$ cat src/rtl/mem_io_bridge_if.sv
// Core-side byte bus between the cpu and the memory/IO bridge.
// The core drives address/data/direction; the bridge returns read data and rdy.
interface mem_io_bridge_if;
  logic [31:0] cpu_a;
  logic [7:0]  cpu_dout;
  logic        cpu_wr;
  logic [7:0]  cpu_din;
  logic        cpu_rdy;

  modport master (
    output cpu_a, cpu_dout, cpu_wr,
    input  cpu_din, cpu_rdy
  );

  modport slave (
    input  cpu_a, cpu_dout, cpu_wr,
    output cpu_din, cpu_rdy
  );
endinterface

$ cat src/rtl/mem_io_bridge.sv
// Memory/IO bridge: decodes core accesses to RAM or the I/O page (uart rx/tx,
// cycle counter, program-stop flag) and stalls the core while the tx FIFO is full.
module mem_io_bridge #(
  parameter int TX_DEPTH_LOG2 = 3,
  parameter int RAM_ADDR_W    = 17
) (
  input  logic                  clk,
  input  logic                  rst,
  mem_io_bridge_if.slave        cpu,
  output logic [RAM_ADDR_W-1:0] ram_a,
  output logic                  ram_we,
  output logic [7:0]            ram_wdata,
  input  logic [7:0]            ram_rdata,
  input  logic                  rx_valid,
  input  logic [7:0]            rx_data,
  output logic                  rx_pop,
  output logic [7:0]            tx_data,
  output logic                  tx_valid,
  input  logic                  tx_ready,
  output logic                  program_finish
);

  typedef enum logic [1:0] {
    SRC_RAM,
    SRC_RX,
    SRC_CNT,
    SRC_ZERO
  } rdSrcT;

  localparam int Depth = 1 << TX_DEPTH_LOG2;
  localparam logic [TX_DEPTH_LOG2:0] FullCount = (TX_DEPTH_LOG2 + 1)'(Depth);

  logic isIo;
  logic hitData;
  logic hitCnt;
  logic rdAccept;
  logic wrAccept;
  logic stopWrite;
  logic latchCnt;
  logic txPush;
  logic txPop;
  logic txFull;
  logic [7:0] pushByte;
  logic unusedAddrBits;

  rdSrcT rdSrc;
  rdSrcT nextSrc;
  logic [1:0]  rdLane;
  logic [7:0]  rxByte;
  logic [31:0] snapshot;
  logic [31:0] cycleCount;
  logic        finishFlag;

  logic [7:0]               txMem [Depth];
  logic [TX_DEPTH_LOG2-1:0] wrPtr;
  logic [TX_DEPTH_LOG2-1:0] rdPtr;
  logic [TX_DEPTH_LOG2:0]   txCount;

  // Only address bits [17:0] take part in decoding.
  assign unusedAddrBits = ^cpu.cpu_a[31:18];

  assign isIo     = (cpu.cpu_a[17:16] == 2'b11);
  assign hitData  = isIo && (cpu.cpu_a[15:0] == 16'h0000);
  assign hitCnt   = isIo && (cpu.cpu_a[15:2] == 14'h0001);
  assign txFull   = (txCount == FullCount);

  assign cpu.cpu_rdy = !rst && !txFull;
  assign rdAccept    = cpu.cpu_rdy && !cpu.cpu_wr;
  assign wrAccept    = cpu.cpu_rdy && cpu.cpu_wr;

  assign stopWrite = wrAccept && hitCnt && (cpu.cpu_a[1:0] == 2'b00);
  assign latchCnt  = rdAccept && hitCnt && (cpu.cpu_a[1:0] == 2'b00);
  assign txPush    = (wrAccept && hitData && (cpu.cpu_dout != 8'h00)) || stopWrite;
  assign pushByte  = stopWrite ? 8'h00 : cpu.cpu_dout;
  assign txPop     = tx_valid && tx_ready;

  assign ram_a     = cpu.cpu_a[RAM_ADDR_W-1:0];
  assign ram_wdata = cpu.cpu_dout;
  assign ram_we    = cpu.cpu_wr && !isIo && cpu.cpu_rdy;

  assign rx_pop         = rdAccept && hitData && rx_valid;
  assign tx_valid       = (txCount != '0);
  assign tx_data        = txMem[rdPtr];
  assign program_finish = finishFlag;

  // Writes and reads of unmapped I/O fall through to the zero source.
  always_comb begin
    nextSrc = SRC_ZERO;
    if (rdAccept) begin
      if (!isIo) begin
        nextSrc = SRC_RAM;
      end else if (hitData && rx_valid) begin
        nextSrc = SRC_RX;
      end else if (hitCnt) begin
        nextSrc = SRC_CNT;
      end
    end
  end

  always_comb begin
    cpu.cpu_din = 8'h00;
    case (rdSrc)
      SRC_RAM: cpu.cpu_din = ram_rdata;
      SRC_RX:  cpu.cpu_din = rxByte;
      SRC_CNT: begin
        case (rdLane)
          2'd0:    cpu.cpu_din = snapshot[7:0];
          2'd1:    cpu.cpu_din = snapshot[15:8];
          2'd2:    cpu.cpu_din = snapshot[23:16];
          default: cpu.cpu_din = snapshot[31:24];
        endcase
      end
      default: cpu.cpu_din = 8'h00;
    endcase
  end

  // Read source is held while the core is frozen so its pending result stays put.
  always_ff @(posedge clk or posedge rst) begin
    if (rst) begin
      rdSrc    <= SRC_ZERO;
      rdLane   <= 2'd0;
      rxByte   <= 8'h00;
      snapshot <= 32'h0;
    end else if (cpu.cpu_rdy) begin
      rdSrc  <= nextSrc;
      rdLane <= cpu.cpu_a[1:0];
      if (rx_pop) begin
        rxByte <= rx_data;
      end
      if (latchCnt) begin
        snapshot <= cycleCount;
      end
    end
  end

  always_ff @(posedge clk or posedge rst) begin
    if (rst) begin
      cycleCount <= 32'h0;
      finishFlag <= 1'b0;
    end else begin
      cycleCount <= cycleCount + 32'd1;
      if (stopWrite) begin
        finishFlag <= 1'b1;
      end
    end
  end

  // Storage is cleared too, so tx_data reads zero out of reset.
  always_ff @(posedge clk or posedge rst) begin
    if (rst) begin
      wrPtr   <= '0;
      rdPtr   <= '0;
      txCount <= '0;
      for (int i = 0; i < Depth; i++) begin
        txMem[i] <= 8'h00;
      end
    end else begin
      if (txPush) begin
        txMem[wrPtr] <= pushByte;
        wrPtr        <= wrPtr + 1'b1;
      end
      if (txPop) begin
        rdPtr <= rdPtr + 1'b1;
      end
      case ({txPush, txPop})
        2'b10:   txCount <= txCount + 1'b1;
        2'b01:   txCount <= txCount - 1'b1;
        default: txCount <= txCount;
      endcase
    end
  end

endmodule
$ cat src/flat_wrapper.sv
// flat-port wrapper written by rule: the top's interface ports become plain ports
module mem_io_bridge_flat 
#(
  parameter int TX_DEPTH_LOG2 = 3,
  parameter int RAM_ADDR_W    = 17
)
  (clk, rst, ram_a, ram_we, ram_wdata, ram_rdata, rx_valid, rx_data, rx_pop, tx_data, tx_valid, tx_ready, program_finish, cpu_cpu_a, cpu_cpu_dout, cpu_cpu_wr, cpu_cpu_din, cpu_cpu_rdy);
  mem_io_bridge_if cpu_i ();
  input  logic clk;
  input  logic rst;
  output logic [RAM_ADDR_W-1:0] ram_a;
  output logic ram_we;
  output logic [7:0] ram_wdata;
  input  logic [7:0] ram_rdata;
  input  logic rx_valid;
  input  logic [7:0] rx_data;
  output logic rx_pop;
  output logic [7:0] tx_data;
  output logic tx_valid;
  input  logic tx_ready;
  output logic program_finish;
  input wire logic [$bits(cpu_i.cpu_a)-1:0] cpu_cpu_a;
  input wire logic [$bits(cpu_i.cpu_dout)-1:0] cpu_cpu_dout;
  input wire logic [$bits(cpu_i.cpu_wr)-1:0] cpu_cpu_wr;
  output wire logic [$bits(cpu_i.cpu_din)-1:0] cpu_cpu_din;
  output wire logic [$bits(cpu_i.cpu_rdy)-1:0] cpu_cpu_rdy;
  assign cpu_i.cpu_a = cpu_cpu_a;
  assign cpu_i.cpu_dout = cpu_cpu_dout;
  assign cpu_i.cpu_wr = cpu_cpu_wr;
  assign cpu_cpu_din = cpu_i.cpu_din;
  assign cpu_cpu_rdy = cpu_i.cpu_rdy;
  mem_io_bridge #(.TX_DEPTH_LOG2(TX_DEPTH_LOG2), .RAM_ADDR_W(RAM_ADDR_W)) u_core (.clk(clk), .rst(rst), .cpu(cpu_i), .ram_a(ram_a), .ram_we(ram_we), .ram_wdata(ram_wdata), .ram_rdata(ram_rdata), .rx_valid(rx_valid), .rx_data(rx_data), .rx_pop(rx_pop), .tx_data(tx_data), .tx_valid(tx_valid), .tx_ready(tx_ready), .program_finish(program_finish));
endmodule
$ cat config.mk
export PLATFORM = sky130hd
export DESIGN_NAME = mem_io_bridge_flat
export DESIGN_NICKNAME = d
export VERILOG_FILES = /design/src/rtl/mem_io_bridge_if.sv /design/src/rtl/mem_io_bridge.sv /design/src/flat_wrapper.sv
export SDC_FILE = /design/constraint.sdc
export NUM_CORES = 1
export LEC_CHECK = 0
export CORE_ASPECT_RATIO = 1.2
export CORE_MARGIN = 2
export CORE_UTILIZATION = 40
export CTS_BUF_LIST = sky130_fd_sc_hd__clkbuf_8
export DETAILED_ROUTE_END_ITERATION = 8
export GPL_TIMING_DRIVEN = 0
export PLACE_DENSITY_LB_ADDON = 0.12
export SYNTH_ARGS = -nofsm -noshare
export SYNTH_HDL_FRONTEND = slang
export SYNTH_SLANG_ARGS = --single-unit
$ cat constraint.sdc
create_clock -name clk -period 5 [get_ports clk]
set_clock_uncertainty 0.2 [all_clocks]
set_input_delay 1 -clock clk [delete_from_list [all_inputs] [get_ports clk]]
set_output_delay 1 -clock clk [all_outputs]
set_load 0.05 [all_outputs]
==> flow_metrics.env <==
export IMPL_place_inst=854
export IMPL_wire_length_of_the_first_global_routing_pass_um=28400
export IMPL_dieHeight_um=151
export IMPL_fraction_of_the_mapped_netlist_area_in_adder_cells_pct=1.04
export IMPL_rsz0062_at_grt="no"
export IMPL_netlist_area_um2=7210
export IMPL_routed_wl_um=17400
export IMPL_finalWeightedCongestion=0.809
export IMPL_timing_hold_worst_class="flop to flop"
export IMPL_grt_start_max_net_pins=45
export IMPL_numCtsBuffers=17
export IMPL_timing_final_setup_violations=0
export IMPL_post_cts_clock_slew_at_the_launch_and_capture_registers_of_the_worst_setup_and_hold_paths_ns=0.09
export IMPL_post_synth_num_cell_types=42
export IMPL_detailed_place_hpwl_um=12600
export IMPL_grt_usage_pct=19.4
export IMPL_via_count_of_the_first_global_routing_pass=5181
export IMPL_fin_setup_tns_ns=0
export IMPL_timing_rr_start="u_core.txCount[0]$_DFFE_PP0P_"
export IMPL_synth_compound_area_share_pct=9.25
export IMPL_ir_worst_vdd_uv=189
export IMPL_seq_area_frac_synth_pct=52.5
export IMPL_worst_hold_slack_ns=0.277
export IMPL_seq_power_share_pct=44.6
export IMPL_core_area_um2=17600
export IMPL_core_rowCount=53
export IMPL_postCtsResizedCells=0
export IMPL_synth_xor_area_share_pct=4.74
export IMPL_hold_buffers=0
export IMPL_combinational_family_with_the_most_area_after_synthesis="multiplexers"
export IMPL_critical_path_endpoint_type="primary output"
export IMPL_finalMaxSlewViolations=0
export IMPL_cp_max_fo=2
export IMPL_drt_iter0_markers=310
export IMPL_internal_power_w=0.00206
export IMPL_switching_power_summed_over_all_nets_w=0.000845
export IMPL_worstMarginPinSlew_ns=0.784
export IMPL_tritoncts="built"
export IMPL_cts_sinks=151
export IMPL_arrival_ns=3.58
export IMPL_min_to="u_core.program_finish$_DFFE_PP0P_"
export IMPL_via_count=4811
export IMPL_sw_frac_of_total_pct=29.1
export IMPL_period_share_pct=95.7
export IMPL_dr_pass1_iters=6
export IMPL_critical_path_required_ns=3.80
export IMPL_layout_area_overhead_vs_synth_pct=23.7
export IMPL_clock_insertion_delay_worst_skew_ns=0.45
export IMPL_synth_flop_cell="sky130_fd_sc_hd__dfrtp_1"
export IMPL_final_period_minus_worst_setup_slack_ns=4.78
export IMPL_antenna_violating_nets_post_route=0
export IMPL_min_delay_start="u_core.program_finish$_DFFE_PP0P_"
export IMPL_antenna_found_initial=0
export IMPL_detail_route_drc_violations=0
export IMPL_worstReg2RegEnd="u_core.txCount[2]$_DFFE_PP0P_"
export IMPL_global_route_overflow_total=0
export IMPL_finish_cell_count_without_fillers=886
export IMPL_final_fill_count=1506
export IMPL_cells_after_synth=539
export IMPL_final_nets=720
export IMPL_fin_total_pwr_w=0.00291
export IMPL_status="finished, final reports clean"
export IMPL_post_cts_setup_buffers=0
export IMPL_detail_route_vias_per_cell=5.43
export IMPL_io_pins=107
export IMPL_min_delay_path_depth=1
export IMPL_clock_root_buffer="sky130_fd_sc_hd__clkbuf_8"
export IMPL_cts_htree_levels=4
export IMPL_combinationalPowerShare_pct=19.4
export IMPL_maxCapViolCount=0
export IMPL_synth_seq_cells=151
export IMPL_place_port_buffers=92
export IMPL_floorplan_die_width_um=127
export IMPL_finalHoldViolations=0
export IMPL_power_density_nw_per_um2=326
export IMPL_synth_warning_count=0
export IMPL_die_area_um2=19100
export IMPL_clock_power_share_pct=36.0
export IMPL_fraction_of_final_layout_cells_sized_beyond_drive_strength_1_pct=24.0
export IMPL_antenna_cells=0
export IMPL_max_slew_margin_rel_pct=47.8
export IMPL_initial_core_util_pct=41.0
export IMPL_reg2reg_depth=10
export IMPL_leakagePower_nw=3.94
export IMPL_layout_cells_most_common="sky130_fd_sc_hd__dfrtp_1"
export IMPL_critPathKind="input port to primary output"
export IMPL_synth_simple_area_share_pct=11.4
export IMPL_synth_mux_area_fraction_pct=16.9
export IMPL_post_route_util_pct=50.7
export IMPL_worst_case_register_to_register_setup_slack_ns=2.15
export IMPL_ctsLongestPathBuffers=2
export IMPL_avgRoutedWirePerCell_um=19.7
export IMPL_critPathLaunchType="input port"
export IMPL_syn_num_nets=606
export IMPL_layout_cells_most_common_list="sky130_fd_sc_hd__dfrtp_1 (149), sky130_fd_sc_hd__clkdlybuf4s50_1 (92), sky130_fd_sc_hd__o2bb2ai_1 (64)"
export IMPL_fmax_mhz=209
export IMPL_synth_edf_count=0
export IMPL_syn_area_per_cell_um2=13.4
export IMPL_synthArstFlopShare_pct=100
-- cell type report --
type                    instances  area, µm²  area share (%)
plain buffers                  45        273            3.06
repair buffers                 95        981            11.0
multi-input cells             335       3120            35.1
clock inverters                14        198            2.22
flip-flops and latches        151       3780            42.4
well taps                     220        275            3.09
inverters                       8       33.8           0.379
clock buffers                  18        248            2.78
-- per-stage QoR --
step,setup slack (ns),area (µm²)
after floorplan,0.792,7210
after global placement,0.235,8410
after detailed placement,0.211,8470
after CTS,0.207,8910
after global routing,0.110,8910
final,0.215,8910
-- worst max path at each step --
stage / start / end / slack (ns) / depth (start not counted)
2_1_floorplan: rst / rx_pop / 0.79 / 3
3_3_place_gp: cpu_cpu_a[5] / rx_pop / 0.24 / 6
3_5_place_dp: cpu_cpu_a[5] / rx_pop / 0.21 / 6
4_1_cts: cpu_cpu_a[5] / rx_pop / 0.21 / 6
5_1_grt: u_core.rdPtr[0]$_DFFE_PP0P_ / tx_data[2] / 0.11 / 5
6_report: cpu_cpu_a[9] / rx_pop / 0.22 / 6
-- logic make-up (layout without fill, tap and decap cells) --
| kind of cell | count (synthesis) | after routing |
|---|---|---|
| AOI/OAI and AO/OA | 82 | 82 |
| adders and majority gates | 6 | 6 |
| DFF | 151 | 151 |
| and+or+nand+nor | 123 | 123 |
| muxes | 85 | 85 |
| buffers and inverters | 53 | 180 |
| xor gates and xnor gates | 39 | 39 |
-- power by group through the flow --
stage / clock [W] / combinational [W] / sequential [W]
3_5_place_dp: 0 / 0.000572 / 0.00132
4_1_cts: 0.00107 / 0.000574 / 0.00130
6_report: 0.00105 / 0.000564 / 0.00130
2_1_floorplan: 0 / 0.000397 / 0.00131
5_1_grt: 0.00113 / 0.000610 / 0.00130
3_3_place_gp: 0 / 0.000559 / 0.00132
-- sequential cells by signal (all words and copies together) (netlist names), 2 cells and up --
name	count
u_core.cycleCount	32
u_core.txCount	4
u_core.wrPtr	3
u_core.rdPtr	3
u_core.rdSrc	2
u_core.rdLane	2
u_core.snapshot	32
u_core.rxByte	8
u_core.txMem	64
-- Yosys cell counts, types with 3 or more instances --
cell | n | share of area (%)
sky130_fd_sc_hd__o22ai_1 | 7 | 0.61
sky130_fd_sc_hd__nand3b_1 | 5 | 0.52
sky130_fd_sc_hd__and3_1 | 4 | 0.35
sky130_fd_sc_hd__a21oi_1 | 5 | 0.35
sky130_fd_sc_hd__nand4_1 | 11 | 0.95
sky130_fd_sc_hd__and4_1 | 3 | 0.36
sky130_fd_sc_hd__mux2i_1 | 8 | 1.1
sky130_fd_sc_hd__xnor2_1 | 24 | 2.9
sky130_fd_sc_hd__nor2b_1 | 3 | 0.26
sky130_fd_sc_hd__buf_2 | 5 | 0.35
sky130_fd_sc_hd__nor3_1 | 7 | 0.49
sky130_fd_sc_hd__o2bb2ai_1 | 64 | 7.8
sky130_fd_sc_hd__mux2_2 | 53 | 8.3
sky130_fd_sc_hd__o21ai_0 | 3 | 0.21
sky130_fd_sc_hd__nand2_8 | 8 | 2.2
sky130_fd_sc_hd__dfrtp_1 | 149 | 52
sky130_fd_sc_hd__nand2_1 | 23 | 1.2
sky130_fd_sc_hd__or4_1 | 6 | 0.62
sky130_fd_sc_hd__nand3_1 | 21 | 1.5
sky130_fd_sc_hd__inv_1 | 8 | 0.42
sky130_fd_sc_hd__buf_1 | 4 | 0.21
sky130_fd_sc_hd__clkbuf_1 | 10 | 0.52
sky130_fd_sc_hd__ha_1 | 6 | 1.0
sky130_fd_sc_hd__nor2_1 | 17 | 0.89
sky130_fd_sc_hd__xor2_1 | 15 | 1.8
sky130_fd_sc_hd__mux4_2 | 24 | 7.5
sky130_fd_sc_hd__buf_4 | 26 | 2.7
-- critical path, cell delays in order --
cell                              delay [ns]
sky130_fd_sc_hd__clkdlybuf4s50_1        0.43
sky130_fd_sc_hd__or4_1                  0.58
sky130_fd_sc_hd__nand4b_1               0.22
sky130_fd_sc_hd__or2_2                  0.34
sky130_fd_sc_hd__nor2_1                 0.15
sky130_fd_sc_hd__clkdlybuf4s50_1        0.85
-- metal layers --
metal | global-route usage (%) | share of wire, % | up-vias
met5 | 0 | 0 | -
met4 | 8.74 | 3.4 | 0
met3 | 3.89 | 3.2 | 34
met2 | 33.7 | 52 | 98
met1 | 23.4 | 41 | 2443
li1 | - | - | 2236
No activity file was read; power rests on OpenSTA's default activity.
